### src/rtl/acc_requant_pkg.sv
// Shared MHA width definitions so accumulator producers and the requantizer
// derive identical datapath widths from the same activation width and depth.
package acc_requant_pkg;

  localparam int def_bit_width = 8;
  localparam int def_depth     = 4;
  localparam int def_cnt_width = 16;

  function automatic int mul_w(input int bw);
    return 2 * bw;
  endfunction

  function automatic int acc_w(input int bw, input int dp);
    return mul_w(bw) + dp - 1;
  endfunction

  function automatic int shift_w(input int aw);
    return $clog2(aw + 1);
  endfunction

  localparam int def_mul_width = mul_w(def_bit_width);
  localparam int def_acc_width = acc_w(def_bit_width, def_depth);
  localparam int def_sw        = shift_w(def_acc_width);

endpackage

### src/rtl/acc_requant_if.sv
// Valid/ready streaming bus of the requantizer plus its saturation counter
// sideband; master is the surrounding datapath, slave is the block.
interface acc_requant_if
  import acc_requant_pkg::*;
#(
  parameter int bit_width = def_bit_width,
  parameter int acc_width = def_acc_width,
  parameter int sw        = def_sw,
  parameter int cnt_width = def_cnt_width
) ();

  logic                 in_valid;
  logic                 in_ready;
  logic [acc_width-1:0] in_data;
  logic [sw-1:0]        in_shift;
  logic                 out_valid;
  logic                 out_ready;
  logic [bit_width-1:0] out_data;
  logic                 out_sat;
  logic                 sat_clr;
  logic [cnt_width-1:0] sat_count;

  modport master (
    output in_valid, in_data, in_shift, out_ready, sat_clr,
    input  in_ready, out_valid, out_data, out_sat, sat_count
  );

  modport slave (
    input  in_valid, in_data, in_shift, out_ready, sat_clr,
    output in_ready, out_valid, out_data, out_sat, sat_count
  );

endinterface

### src/rtl/acc_requant_round_shift_sat.sv
// Combinational round-half-up right shift of an unsigned accumulator followed
// by saturation to activation width.
module round_shift_sat
  import acc_requant_pkg::*;
#(
  parameter int bit_width = def_bit_width,
  parameter int acc_width = def_acc_width,
  parameter int sw        = def_sw
) (
  input  logic [acc_width-1:0] acc,
  input  logic [sw-1:0]        shift,
  output logic [bit_width-1:0] data,
  output logic                 sat
);

  localparam logic [acc_width:0] zero_w = {(acc_width + 1){1'b0}};
  localparam logic [acc_width:0] one_w  = {{acc_width{1'b0}}, 1'b1};

  logic        [acc_width:0] bias_s;
  logic        [acc_width:0] sum_s;
  logic        [acc_width:0] quot_s;
  logic                      too_far_s;

  // Add half of the discarded LSB weight, truncate, then clip to activation range.
  always_comb begin
    too_far_s = ({{(32 - sw){1'b0}}, shift} > 32'(acc_width));
    bias_s    = zero_w;
    quot_s    = zero_w;
    if (shift == {sw{1'b0}}) begin
      bias_s = zero_w;
    end else if (too_far_s) begin
      bias_s = zero_w;
    end else begin
      bias_s = one_w << (shift - {{(sw - 1){1'b0}}, 1'b1});
    end
    // The extra top bit keeps the rounding carry; no overflow is possible.
    sum_s = {1'b0, acc} + bias_s;
    if (too_far_s) begin
      quot_s = zero_w;
    end else begin
      quot_s = sum_s >> shift;
    end
    sat  = |quot_s[acc_width:bit_width];
    if (sat) begin
      data = {bit_width{1'b1}};
    end else begin
      data = quot_s[bit_width-1:0];
    end
  end

endmodule

### src/rtl/acc_requant.sv
// Two-stage requantizer with full backpressure: stage 1 registers the rounded
// and saturated result, stage 2 is the output register; counts clipped beats.
module acc_requant
  import acc_requant_pkg::*;
#(
  parameter int bit_width = def_bit_width,
  parameter int acc_width = def_acc_width,
  parameter int sw        = def_sw,
  parameter int cnt_width = def_cnt_width
) (
  input  logic          clk,
  input  logic          rst,
  acc_requant_if.slave  bus
);

  localparam logic [cnt_width-1:0] cnt_zero = {cnt_width{1'b0}};
  localparam logic [cnt_width-1:0] cnt_one  = {{(cnt_width - 1){1'b0}}, 1'b1};
  localparam logic [cnt_width-1:0] cnt_max  = {cnt_width{1'b1}};

  logic                 s1_valid_r;
  logic [bit_width-1:0] s1_data_r;
  logic                 s1_sat_r;
  logic                 s2_valid_r;
  logic [bit_width-1:0] s2_data_r;
  logic                 s2_sat_r;
  logic [cnt_width-1:0] sat_count_r;
  logic [bit_width-1:0] rss_data_s;
  logic                 rss_sat_s;
  logic                 s1_adv_s;
  logic                 s2_adv_s;
  logic                 deliver_sat_s;

  round_shift_sat #(
    .bit_width (bit_width),
    .acc_width (acc_width),
    .sw        (sw)
  ) u_rss (
    .acc   (bus.in_data),
    .shift (bus.in_shift),
    .data  (rss_data_s),
    .sat   (rss_sat_s)
  );

  assign s2_adv_s      = !s2_valid_r || bus.out_ready;
  assign s1_adv_s      = !s1_valid_r || s2_adv_s;
  assign deliver_sat_s = s2_valid_r && bus.out_ready && s2_sat_r;

  assign bus.in_ready  = s1_adv_s;
  assign bus.out_valid = s2_valid_r;
  assign bus.out_data  = s2_data_r;
  assign bus.out_sat   = s2_sat_r;
  assign bus.sat_count = sat_count_r;

  // Stage 1: capture the requantized beat whenever the slot is free or draining.
  always_ff @(posedge clk or posedge rst) begin
    if (rst) begin
      s1_valid_r <= 1'b0;
      s1_data_r  <= {bit_width{1'b0}};
      s1_sat_r   <= 1'b0;
    end else if (s1_adv_s) begin
      s1_valid_r <= bus.in_valid;
      if (bus.in_valid) begin
        s1_data_r <= rss_data_s;
        s1_sat_r  <= rss_sat_s;
      end
    end
  end

  // Stage 2: output register, frozen while downstream stalls a valid beat.
  always_ff @(posedge clk or posedge rst) begin
    if (rst) begin
      s2_valid_r <= 1'b0;
      s2_data_r  <= {bit_width{1'b0}};
      s2_sat_r   <= 1'b0;
    end else if (s2_adv_s) begin
      s2_valid_r <= s1_valid_r;
      if (s1_valid_r) begin
        s2_data_r <= s1_data_r;
        s2_sat_r  <= s1_sat_r;
      end
    end
  end

  // Saturation counter: clear wins over increment, sticks at all ones.
  always_ff @(posedge clk or posedge rst) begin
    if (rst) begin
      sat_count_r <= cnt_zero;
    end else if (bus.sat_clr) begin
      sat_count_r <= cnt_zero;
    end else if (deliver_sat_s && (sat_count_r != cnt_max)) begin
      sat_count_r <= sat_count_r + cnt_one;
    end
  end

endmodule
### src/flat_wrapper.sv
// flat-port wrapper written by rule: the top's interface ports become plain ports
module acc_requant_flat import acc_requant_pkg::*;
#(
  parameter int bit_width = def_bit_width,
  parameter int acc_width = def_acc_width,
  parameter int sw        = def_sw,
  parameter int cnt_width = def_cnt_width
)
  (clk, rst, bus_in_valid, bus_in_data, bus_in_shift, bus_out_ready, bus_sat_clr, bus_in_ready, bus_out_valid, bus_out_data, bus_out_sat, bus_sat_count);
  acc_requant_if #(.bit_width(bit_width), .acc_width(acc_width), .sw(sw), .cnt_width(cnt_width)) bus_i ();
  input  logic clk;
  input  logic rst;
  input wire logic [$bits(bus_i.in_valid)-1:0] bus_in_valid;
  input wire logic [$bits(bus_i.in_data)-1:0] bus_in_data;
  input wire logic [$bits(bus_i.in_shift)-1:0] bus_in_shift;
  input wire logic [$bits(bus_i.out_ready)-1:0] bus_out_ready;
  input wire logic [$bits(bus_i.sat_clr)-1:0] bus_sat_clr;
  output wire logic [$bits(bus_i.in_ready)-1:0] bus_in_ready;
  output wire logic [$bits(bus_i.out_valid)-1:0] bus_out_valid;
  output wire logic [$bits(bus_i.out_data)-1:0] bus_out_data;
  output wire logic [$bits(bus_i.out_sat)-1:0] bus_out_sat;
  output wire logic [$bits(bus_i.sat_count)-1:0] bus_sat_count;
  assign bus_i.in_valid = bus_in_valid;
  assign bus_i.in_data = bus_in_data;
  assign bus_i.in_shift = bus_in_shift;
  assign bus_i.out_ready = bus_out_ready;
  assign bus_i.sat_clr = bus_sat_clr;
  assign bus_in_ready = bus_i.in_ready;
  assign bus_out_valid = bus_i.out_valid;
  assign bus_out_data = bus_i.out_data;
  assign bus_out_sat = bus_i.out_sat;
  assign bus_sat_count = bus_i.sat_count;
  acc_requant #(.bit_width(bit_width), .acc_width(acc_width), .sw(sw), .cnt_width(cnt_width)) u_core (.clk(clk), .rst(rst), .bus(bus_i));
endmodule
### config.mk
export PLATFORM = sky130hd
export DESIGN_NAME = acc_requant_flat
export DESIGN_NICKNAME = d
export VERILOG_FILES = /design/src/rtl/acc_requant_pkg.sv /design/src/rtl/acc_requant_if.sv /design/src/rtl/acc_requant_round_shift_sat.sv /design/src/rtl/acc_requant.sv /design/src/flat_wrapper.sv
export SDC_FILE = /design/constraint.sdc
export NUM_CORES = 1
export LEC_CHECK = 0
export ABC_AREA = 1
export CORE_MARGIN = 2
export CORE_UTILIZATION = 52
export CTS_BUF_LIST = sky130_fd_sc_hd__clkbuf_4
export DETAILED_ROUTE_END_ITERATION = 7
export GPL_TIMING_DRIVEN = 1
export PLACE_DENSITY = 0.79
export SYNTH_ARGS = -nofsm -noshare
export SYNTH_HDL_FRONTEND = slang
export SYNTH_SLANG_ARGS = --single-unit
### constraint.sdc
create_clock -name clk -period 1.73 [get_ports clk]
set_clock_uncertainty 0.05 [all_clocks]
set_input_delay 0.173 -clock clk [delete_from_list [all_inputs] [get_ports clk]]
set_output_delay 0.173 -clock clk [all_outputs]
set_load 0.05 [all_outputs]
==> results.sh, run 1 <==
export IMPL_outcome="finished, violations left"
export IMPL_violations="DRC, setup timing"
export IMPL_drt_iter0_drc=994
export IMPL_crit_required_ps=1920
export IMPL_port_buffers=55
export IMPL_drt_total_wl_mm=19.8
export IMPL_num_vias=6276
export IMPL_via_per_inst=6.38
export IMPL_post_route_worst_setup_slack_ps=-1700
export IMPL_final_setup_tns_ps=-16690
export IMPL_ys_ff_latch=36
export IMPL_seq_area_frac_synth=0.224
export IMPL_hold_viol=0
export IMPL_synth_area_per_cell_um2=5.78
export IMPL_p_comb_frac=0.555
export IMPL_crit_fanout=5
export IMPL_worstMarginPinSlew_ps=502
export IMPL_rsz0062_at_grt="true"
export IMPL_slew_viol_final=0
export IMPL_grt_antenna_before_repair=0
export IMPL_grt_start_max_net_pins=37
export IMPL_r2r_start="u_core.bus.sat_count[7]"
export IMPL_synth_cells=696
export IMPL_power_density_mw_per_mm2=510
export IMPL_hold_ws_ps=156
export IMPL_period_share=1.98
export IMPL_min_path_type="primary input to asynchronous set/reset pin"
export IMPL_grt_pass1_vias=5262
export IMPL_start_kind="primary input"
export IMPL_antenna_left=0
export IMPL_nNetsFinal=930
export IMPL_drive_above_1_share=0.460
export IMPL_power_internal_mw=1.87
export IMPL_htree_levels=2
export IMPL_maxCapViolCount=0
export IMPL_p_leak_nw=3.46
export IMPL_synth_distinct_cells=38
export IMPL_ios=56
export IMPL_p_sw_mw=1.56
export IMPL_grt_pass1_wl_mm=23.9
export IMPL_fp_dieH_um=92.0
export IMPL_cts_made_buffers=5
export IMPL_initial_core_util=0.529
export IMPL_dieArea_mm2=0.00846
export IMPL_cts_tree="yes"
export IMPL_crit_start="bus_in_shift[3]"
export IMPL_place_congestion=0.989
export IMPL_fin_crit_ps=3430
export IMPL_antenna_cells=0
export IMPL_cts_buffer_depth=2
export IMPL_clkLatencyLatePin_ps=360
export IMPL_core_mm2=0.00761
export IMPL_cts_sinks=36
export IMPL_grt_usage=0.347
export IMPL_cp_end_kind="flip-flop"
export IMPL_grt_overflow=0
export IMPL_drc=56
export IMPL_ys_warn_count=0
export IMPL_drt_pass1_iterations=8
export IMPL_wl_per_cell_um=20.2
export IMPL_final_common_cell="nand2_1"
export IMPL_setup_viol=24
export IMPL_max_slew_margin_rel=0.667
export IMPL_die_w_um=92.0
export IMPL_seq_power_share=0.301
export IMPL_fmaxAchievable_ghz=0.292
export IMPL_switching_share=0.456
export IMPL_vdd_drop_max_mv=0.485
export IMPL_syn_to_final_growth_pct=67.2
export IMPL_mostFrequentLayoutCells="164 x nand2_1, 153 x buf_4, 94 x inv_1"
export IMPL_synth_cell_area_mm2=0.00402
export IMPL_clkPwrFrac=0.144
export IMPL_synth_fp_nets=746
export IMPL_clkTransAtPathRegs_ps=120
export IMPL_crit_type="primary input to flip-flop"
export IMPL_cts_root_buf="clkbuf_4"
export IMPL_place_hpwl_mm=10.5
export IMPL_num_rows=32
export IMPL_cp_arrival_ps=3620
worst max-delay path, stage by stage:
cell	delay (ps)
buf_6	120
inv_1	80
nor2_2	140
clkinv_1	150
o22ai_2	250
inv_2	100
nor3_4	180
ha_1	250
nand2_1	130
inv_2	100
nand2_2	110
nor3_1	200
nand2_1	150
nand2_1	170
nand2_1	130
nand2_1	100
nand2_1	90
nand3_1	150
nand3_2	110
nand2_2	90
nand2_1	80
nor2_2	120
nand2_2	130
nand2_4	130
nand3_2	80
nand2_1	80
inv_1	40
state kept, by name, summed over array words and instances (netlist names):
| register | cells |
|---|---|
| u_core.bus.sat_count | 16 |
| u_core.bus.out_data | 8 |
| u_core.s1_data_r | 8 |
| u_core.bus.out_sat | 1 |
| u_core.bus.out_valid | 1 |
| u_core.s1_sat_r | 1 |
| u_core.s1_valid_r | 1 |
final timing paths:
check	to	slack, ps	cells after the start
max	u_core.s1_data_r[1]	-1700	27
min	u_core.bus.sat_count[11]	160	3
max reg2reg	u_core.bus.sat_count[8]	-250	12
min reg2reg	u_core.bus.out_data[5]	450	2
max in group asynchronous	u_core.s1_data_r[6]	1130	3
min in group clk	u_core.s1_sat_r	430	7
metrics by stage:
| step | setup slack [ps] | cells | total power [mW] | util | instance area (um2) |
|---|---|---|---|---|---|
| floorplan | -1500 | 696 | 1.96 | - | 4160 |
| global placement | -2180 | 936 | 2.51 | 0.716 | 5450 |
| detailed placement | -2310 | 936 | 2.55 | 0.716 | 5450 |
| CTS | -1280 | 963 | 3.13 | 0.786 | 5980 |
| global route | -1810 | 983 | 3.58 | 0.884 | 6730 |
| finish | -1700 | 983 | 3.43 | 0.884 | 6730 |
cell families after synthesis:
logic type	Yosys count	share of synthesized area
compound gates	83	0.118
xor+xnor	7	0.0152
fa+ha+maj	21	0.0672
buf+inv	137	0.130
flops	36	0.224
simple gates	412	0.446
power by group through the flow:
stage / Clock (mW) / Sequential [mW] / Combinational, mW
after detailed placement: 0 / 1.05 / 1.50
after CTS: 0.493 / 1.03 / 1.60
after floorplan: 0 / 1.33 / 0.628
after global placement: 0 / 1.04 / 1.47
final: 0.493 / 1.03 / 1.91
after global routing: 0.529 / 1.04 / 2.01
final cells by class:
| class | instances | area [um2] |
|---|---|---|
| clock buffers | 7 | 52.6 |
| clock inverters | 1 | 5.00 |
| fillers | 357 | 880 |
| inverters | 119 | 452 |
| multi-input cells | 524 | 3590 |
| flip-flops and latches | 36 | 915 |
| well taps | 102 | 128 |
| repair buffers | 194 | 1590 |
layer usage:
layer	vias to the layer above	GRT usage	part of all wire
met4	0	0.129	0.10
met5	-	0	0
met3	257	0.0567	0.11
met1	2817	0.443	0.34
met2	585	0.591	0.45
li1	2617	-	-
synthesized netlist by cell type, drive strengths merged:
cell / number / area [um2]
nor4: 2 / 12.5
xnor2: 1 / 8.76
o211a: 1 / 10.0
o21a: 1 / 7.51
clkbuf: 8 / 30.0
dfrtp: 36 / 901
and3: 1 / 6.26
xor2: 6 / 52.6
o22ai: 3 / 18.8
nand4: 7 / 43.8
and2: 1 / 6.26
ha: 20 / 250
nand2: 223 / 877
a22oi: 2 / 20.0
o21bai: 1 / 7.51
a221oi: 1 / 8.76
o21ai: 40 / 200
buf: 10 / 47.6
fa: 1 / 20.0
nand3: 104 / 531
a31oi: 1 / 6.26
nor2: 54 / 203
nand3b: 1 / 7.51
a21oi: 27 / 146
nor3: 19 / 106
o311ai: 2 / 17.5
inv: 117 / 439
o211ai: 4 / 30.0
clkinv: 2 / 7.51
what timing repair did:
item / in CTS / in global routing
endpoints found under the setup margin: 23 / 19
cloned: 1 / 0
hold buffers: 0 / 0
resized for setup: 106 / 156
pin swaps: 57 / 71
setup buffers: 18 / 21
endpoints found under the hold margin: 0 / 0
No activity file was read; power rests on OpenSTA's default activity.
==> inputs of run 2 (changes only) <==
--- a/config.mk
+++ b/config.mk
@@ -6,12 +6,14 @@
 export NUM_CORES = 1
 export LEC_CHECK = 0
 export ABC_AREA = 1
+export CELL_PAD_IN_SITES_DETAIL_PLACEMENT = 0
+export CELL_PAD_IN_SITES_GLOBAL_PLACEMENT = 1
 export CORE_MARGIN = 2
-export CORE_UTILIZATION = 52
+export CORE_UTILIZATION = 35
 export CTS_BUF_LIST = sky130_fd_sc_hd__clkbuf_4
 export DETAILED_ROUTE_END_ITERATION = 7
 export GPL_TIMING_DRIVEN = 1
-export PLACE_DENSITY = 0.79
+export PLACE_DENSITY_LB_ADDON = 0.1
 export SYNTH_ARGS = -nofsm -noshare
 export SYNTH_HDL_FRONTEND = slang
 export SYNTH_SLANG_ARGS = --single-unit
==> constraint.sdc (replaced) <==
create_clock -name clk -period 1.73 [get_ports clk]
set_clock_uncertainty 0.05 [all_clocks]
set_input_delay 0.173 -clock clk [delete_from_list [all_inputs] [get_ports clk]]
set_output_delay 0.173 -clock clk [all_outputs]
set_load 0.1 [all_outputs]
==> run 2 against run 1 <==
The run ends with setup timing left. Total power up 18%. Critical path depth up 2. Wire length down 25%. Count of clock-buffer cells in the layout down 2. Sequential power up 5%. First-iteration DRC count down 70%. Largest cell class unchanged. Largest power group unchanged. Highest routed layer unchanged.
==> results.sh, run 2 (same netlist as run 1, synthesis figures left out) <==
export IMPL_drive_above_1_share=0.507
export IMPL_grt_overflow=0
export IMPL_clkTransAtPathRegs_ps=120
export IMPL_via_per_inst=5.01
export IMPL_regArea_um2=943
export IMPL_final_cells=1046
export IMPL_outcome="finished, violations left"
export IMPL_clkPwrFrac=0.152
export IMPL_cts_sinks=36
export IMPL_cp_arrival_ps=3270
export IMPL_switching_share=0.455
export IMPL_place_hpwl_mm=11.1
export IMPL_ios=56
export IMPL_crit_fanout=5
export IMPL_slew_viol_final=0
export IMPL_fp_dieH_um=111
export IMPL_grt_start_max_net_pins=37
export IMPL_grt_usage=0.230
export IMPL_cts_root_buf="clkbuf_4"
export IMPL_num_vias=5242
export IMPL_grt_pass1_vias=5125
export IMPL_drt_pass1_iterations=4
export IMPL_drt_total_wl_mm=14.8
export IMPL_crit_top_cell="nand2_1"
export IMPL_drc=0
export IMPL_htree_levels=2
export IMPL_syn_to_final_growth_pct=85.4
export IMPL_rsz0062_at_grt="true"
export IMPL_largest_reg_flops=16
export IMPL_setup_viol=18
export IMPL_max_stage_delay_ps=360
export IMPL_antenna_left=0
export IMPL_place_congestion=0.932
export IMPL_maxCapViolCount=0
export IMPL_dieArea_mm2=0.0124
export IMPL_power_internal_mw=2.22
export IMPL_crit_type="primary input to flip-flop"
export IMPL_cts_tree="yes"
export IMPL_grt_pass1_wl_mm=23.5
export IMPL_cp_slowest_cell="ha_1"
export IMPL_port_buffers=55
export IMPL_cts_made_buffers=5
export IMPL_drt_iter0_drc=298
export IMPL_max_slew_margin_rel=0.654
export IMPL_post_route_worst_setup_slack_ps=-1320
export IMPL_cts_buffer_depth=2
export IMPL_dpl_cell_count=997
export IMPL_hold_viol=0
export IMPL_min_path_type="primary input to asynchronous set/reset pin"
export IMPL_start_kind="primary input"
export IMPL_vdd_drop_max_mv=0.851
export IMPL_fillers=978
export IMPL_postLayoutCoreUtil=0.659
export IMPL_power_density_mw_per_mm2=545
export IMPL_cp_end_kind="flip-flop"
export IMPL_fmaxAchievable_ghz=0.328
export IMPL_mostFrequentLayoutCells="152 x nand2_1, 143 x buf_4, 93 x inv_1"
export IMPL_wl_per_cell_um=14.1
export IMPL_p_sw_mw=1.85
export IMPL_multi_input_area_mm2=0.00370
export IMPL_period_share=1.76
export IMPL_p_total_mw=4.06
export IMPL_p_comb_frac=0.582
export IMPL_nNetsFinal=951
export IMPL_violations="setup timing"
export IMPL_initial_core_util=0.355
export IMPL_worstMarginPinSlew_ps=518
export IMPL_seq_power_share=0.266
export IMPL_core_mm2=0.0113
export IMPL_p_leak_nw=3.75
export IMPL_fin_crit_ps=3050
export IMPL_crit_required_ps=1950
export IMPL_final_common_cell="nand2_1"
export IMPL_clkLatencyLatePin_ps=370
export IMPL_die_w_um=111
export IMPL_grt_antenna_before_repair=1
export IMPL_num_rows=39
## run 2: cell types whose count changed in the layout (fill, tap and decap cells not counted), sizes merged
cell / previous run / this run
clkdlybuf4s15: 0 / 1
bufinv: 0 / 1
clkinvlp: 0 / 1
buf: 166 / 191
dlygate4sd2: 4 / 0
clkbuf: 8 / 5
diode: 0 / 1
## run 2: per-layer routing
metal / global-route usage / part of all wire / up-vias
met5: 0 / 0 / -
met1: 0.279 / 0.43 / 2449
met4: 0.0971 / 0.030 / 0
met2: 0.415 / 0.52 / 116
li1: - / - / 2650
met3: 0.0186 / 0.028 / 27
## run 2: final cells by class
type	instances	area share
antenna	1	0.000336
clock buffer	5	0.00503
clock inverter	3	0.00570
inverter	119	0.0606
multi-input combinational	524	0.496
sequential	36	0.126
tap	143	0.0240
timing repair buffer	215	0.281
## run 2: stage by stage
step           TNS (ps)  setup slack, ps  hold WS (ps)  instance area, um2
2_1_floorplan    -15240            -1490           192                4200
3_3_place_gp     -22290            -2470           466                6000
3_5_place_dp     -23000            -2490           471                6000
4_1_cts          -11320            -1240           160                6850
5_1_grt          -14730            -1460           188                7460
6_report         -12070            -1320           154                7460
## run 2: what timing repair did
| action | in CTS | in global routing |
|---|---|---|
| gates resized for setup | 167 | 122 |
| pin swaps | 80 | 84 |
| gates cloned | 2 | 0 |
| buffers inserted | 28 | 12 |
| endpoints found under the setup margin | 23 | 24 |
| hold buffers | 0 | 0 |
## run 2: worst paths after layout
| check | startpoint | to | slack (ps) | depth (start not counted) |
|---|---|---|---|---|
| worst max-delay path | bus_in_shift[0] | u_core.s1_data_r[3] | -1320 | 29 |
| worst min-delay path | rst | u_core.bus.sat_count[12] | 150 | 3 |
| worst max register to register | u_core.bus.sat_count[1] | u_core.bus.sat_count[11] | -110 | 11 |
| worst min register to register | u_core.s1_data_r[0] | u_core.bus.out_data[0] | 500 | 2 |
| max in group asynchronous | rst | u_core.bus.out_valid | 1110 | 3 |
| min in group clk | bus_in_shift[3] | u_core.s1_data_r[5] | 380 | 9 |
## run 2: critical path: cells and delay by family
| family | cells | cell delay, ps |
|---|---|---|
| AOI/OAI and AO/OA | 1 | 180 |
| adders and majority gates | 1 | 360 |
| buffers and inverters | 7 | 640 |
| and+or+nand+nor | 20 | 1930 |
## run 2: power groups by stage
stage	clock (mW)	sequential, mW	combinational [mW]
after floorplan	0	1.65	0.643
after global placement	0	1.09	2.04
after detailed placement	0	1.10	2.06
after CTS	0.641	1.08	2.22
after global routing	0.667	1.10	2.51
final	0.617	1.08	2.36
==> inputs of run 3 (changes only) <==
--- a/config.mk
+++ b/config.mk
@@ -14,6 +14,8 @@
 export DETAILED_ROUTE_END_ITERATION = 7
 export GPL_TIMING_DRIVEN = 1
 export PLACE_DENSITY_LB_ADDON = 0.1
+export RECOVER_POWER = 50
+export REMOVE_ABC_BUFFERS = 1
 export SYNTH_ARGS = -nofsm -noshare
 export SYNTH_HDL_FRONTEND = slang
 export SYNTH_SLANG_ARGS = --single-unit
==> run 3 against run 2 <==
The flow still finishes with violations (setup timing). Count of clock-buffer cells in the layout increased by 2. Combinational power about the same. Core utilization decreased by 1.3 points. Sequential share of layout area decreased by 0.32 points. Final cell count increased by 0.38%. Critical endpoint unchanged. Largest cell class unchanged.
==> results.sh, run 3 (same netlist as run 1, synthesis figures left out) <==
export IMPL_power_density_mw_per_mm2=528
export IMPL_crit_fanout=5
export IMPL_drt_pass1_iterations=5
export IMPL_clkTransAtPathRegs_ps=90
export IMPL_max_slew_margin_rel=0.411
export IMPL_die_w_um=111
export IMPL_hold_viol=0
export IMPL_clkLatencyLatePin_ps=340
export IMPL_start_kind="primary input"
export IMPL_initial_core_util=0.355
export IMPL_cp_arrival_ps=3260
export IMPL_holdCritStartpoint="u_core.bus.out_data[5]"
export IMPL_place_area_mm2=0.00587
export IMPL_dpl_cell_count=1001
export IMPL_cp_end_kind="flip-flop"
export IMPL_wl_per_cell_um=14.6
export IMPL_grt_usage=0.229
export IMPL_finish_instance_area_mm2=0.00731
export IMPL_r2r_start="u_core.bus.sat_count[0]"
export IMPL_crit_start="bus_in_shift[1]"
export IMPL_cts_made_buffers=5
export IMPL_port_buffers=55
export IMPL_num_rows=39
export IMPL_drt_iter0_drc=294
export IMPL_grt_overflow=0
export IMPL_place_congestion=0.921
export IMPL_slew_viol_final=0
export IMPL_drive_above_1_share=0.474
export IMPL_place_hpwl_mm=11.0
export IMPL_worstMarginPinSlew_ps=883
export IMPL_crit_type="primary input to flip-flop"
export IMPL_grt_pass1_wl_mm=23.7
export IMPL_setup_viol=15
export IMPL_mostFrequentLayoutCells="164 x nand2_1, 153 x buf_4, 92 x inv_1"
export IMPL_max_stage_delay_ps=340
export IMPL_rsz0062_at_grt="true"
export IMPL_cts_tree="yes"
export IMPL_largest_reg_flops=16
export IMPL_final_common_cell="nand2_1"
export IMPL_dieArea_mm2=0.0124
export IMPL_num_vias=5233
export IMPL_maxCapViolCount=0
export IMPL_critPathTopFamily="simple AND/OR/NAND/NOR gates"
export IMPL_cts_sinks=36
export IMPL_crit_required_ps=1910
export IMPL_via_per_inst=4.98
export IMPL_crit_buf_inv=7
export IMPL_antenna_left=0
export IMPL_vdd_drop_max_mv=0.759
export IMPL_cp_slowest_cell="fa_2"
export IMPL_core_mm2=0.0113
export IMPL_r2r_slack_ps=-120
export IMPL_period_share=1.78
export IMPL_htree_levels=2
export IMPL_antenna_cells=0
export IMPL_fin_crit_ps=3070
export IMPL_fp_dieH_um=111
export IMPL_crit_top_cell="nand3_2"
export IMPL_cts_root_buf="clkbuf_4"
export IMPL_nNetsFinal=956
export IMPL_min_path_type="flip-flop to flip-flop"
export IMPL_drc=0
export IMPL_grt_antenna_before_repair=0
export IMPL_outcome="finished, violations left"
export IMPL_cts_buffer_depth=2
export IMPL_fmaxAchievable_ghz=0.325
export IMPL_postLayoutCoreUtil=0.645
export IMPL_p_leak_nw=3.63
export IMPL_post_route_worst_setup_slack_ps=-1340
export IMPL_final_cells=1050
export IMPL_violations="setup timing"
export IMPL_ios=56
export IMPL_grt_pass1_vias=5172
export IMPL_syn_to_final_growth_pct=81.6
export IMPL_drt_total_wl_mm=15.3
export IMPL_grt_start_max_net_pins=37
==> run 3: cell types whose count changed in the layout (fill, tap and decap cells not counted), moves of 4 or more <==
| cell | change |
|---|---|
| buf_6 | -5 |
| nand3_4 | -6 |
| dfrtp_4 | -8 |
| ha_4 | +4 |
| nand2_1 | +12 |
| dfrtp_2 | -10 |
| nor2_4 | +6 |
| buf_4 | +10 |
| nand2_4 | -9 |
| dfrtp_1 | +18 |
| nor2_2 | -4 |
| nand3_1 | +8 |
==> run 3: cell type report <==
type,count,area [um2]
Inverter,119,453
Fill cell,1040,4020
Clock buffer,7,52.6
Tap cell,143,179
Timing Repair Buffer,220,2070
Sequential cell,36,901
Multi-Input combinational cell,524,3650
Clock inverter,1,3.75
==> run 3: final timing paths <==
| kind | cells past startpoint | to |
|---|---|---|
| worst max register to register | 11 | u_core.bus.sat_count[7] |
| max in group asynchronous | 3 | u_core.bus.out_data[5] |
| worst max-delay path | 31 | u_core.s1_data_r[3] |
| min in group asynchronous | 3 | u_core.bus.sat_count[13] |
| worst min-delay path | 2 | u_core.bus.out_data[5] |
| worst min register to register | 2 | u_core.bus.out_data[5] |
==> run 3: routing by layer <==
layer  part of all wire  vias up  track usage
met5                  0        -            0
met4              0.040        0       0.0947
met3              0.028       37       0.0208
met2               0.52      108        0.420
met1               0.41     2434        0.274
li1                   -     2654            -
==> run 3: metrics by stage <==
step / hold slack (ps) / setup slack (ps) / TNS [ps] / total power [mW]
after global placement: 470 / -2290 / -22180 / 3.13
final: 446 / -1340 / -12230 / 3.86
after global routing: 501 / -1590 / -15280 / 4.07
after floorplan: 196 / -1630 / -25950 / 2.21
after CTS: 203 / -1270 / -11480 / 3.74
after detailed placement: 472 / -2410 / -23700 / 3.15
==> run 3: worst register-to-register path: stages (launching register included) <==
cell and delay (ps):
dfrtp_1 400, ha_2 200, nand2_2 100, nor3_4 60, nand3_2 80, nand2_4 90
buf_6 150, nor2_4 110, inv_2 60, nor2_4 120, and3_4 230, a31oi_4 80
==> run 3: where the power goes <==
part,internal (mW),total (mW),switching [mW]
combinational,0.918,2.35,1.43
sequential,0.963,1.05,0.0861
clock,0.188,0.457,0.269
total,2.07,3.86,1.79
==> run 3: repair_timing <==
action                     in CTS  in global routing
setup endpoints to repair      24                 24
hold buffers                    0                  0
resized for setup             149                152
buffers inserted               32                  9
gates cloned                    1                  0
pin swaps                      50                 69
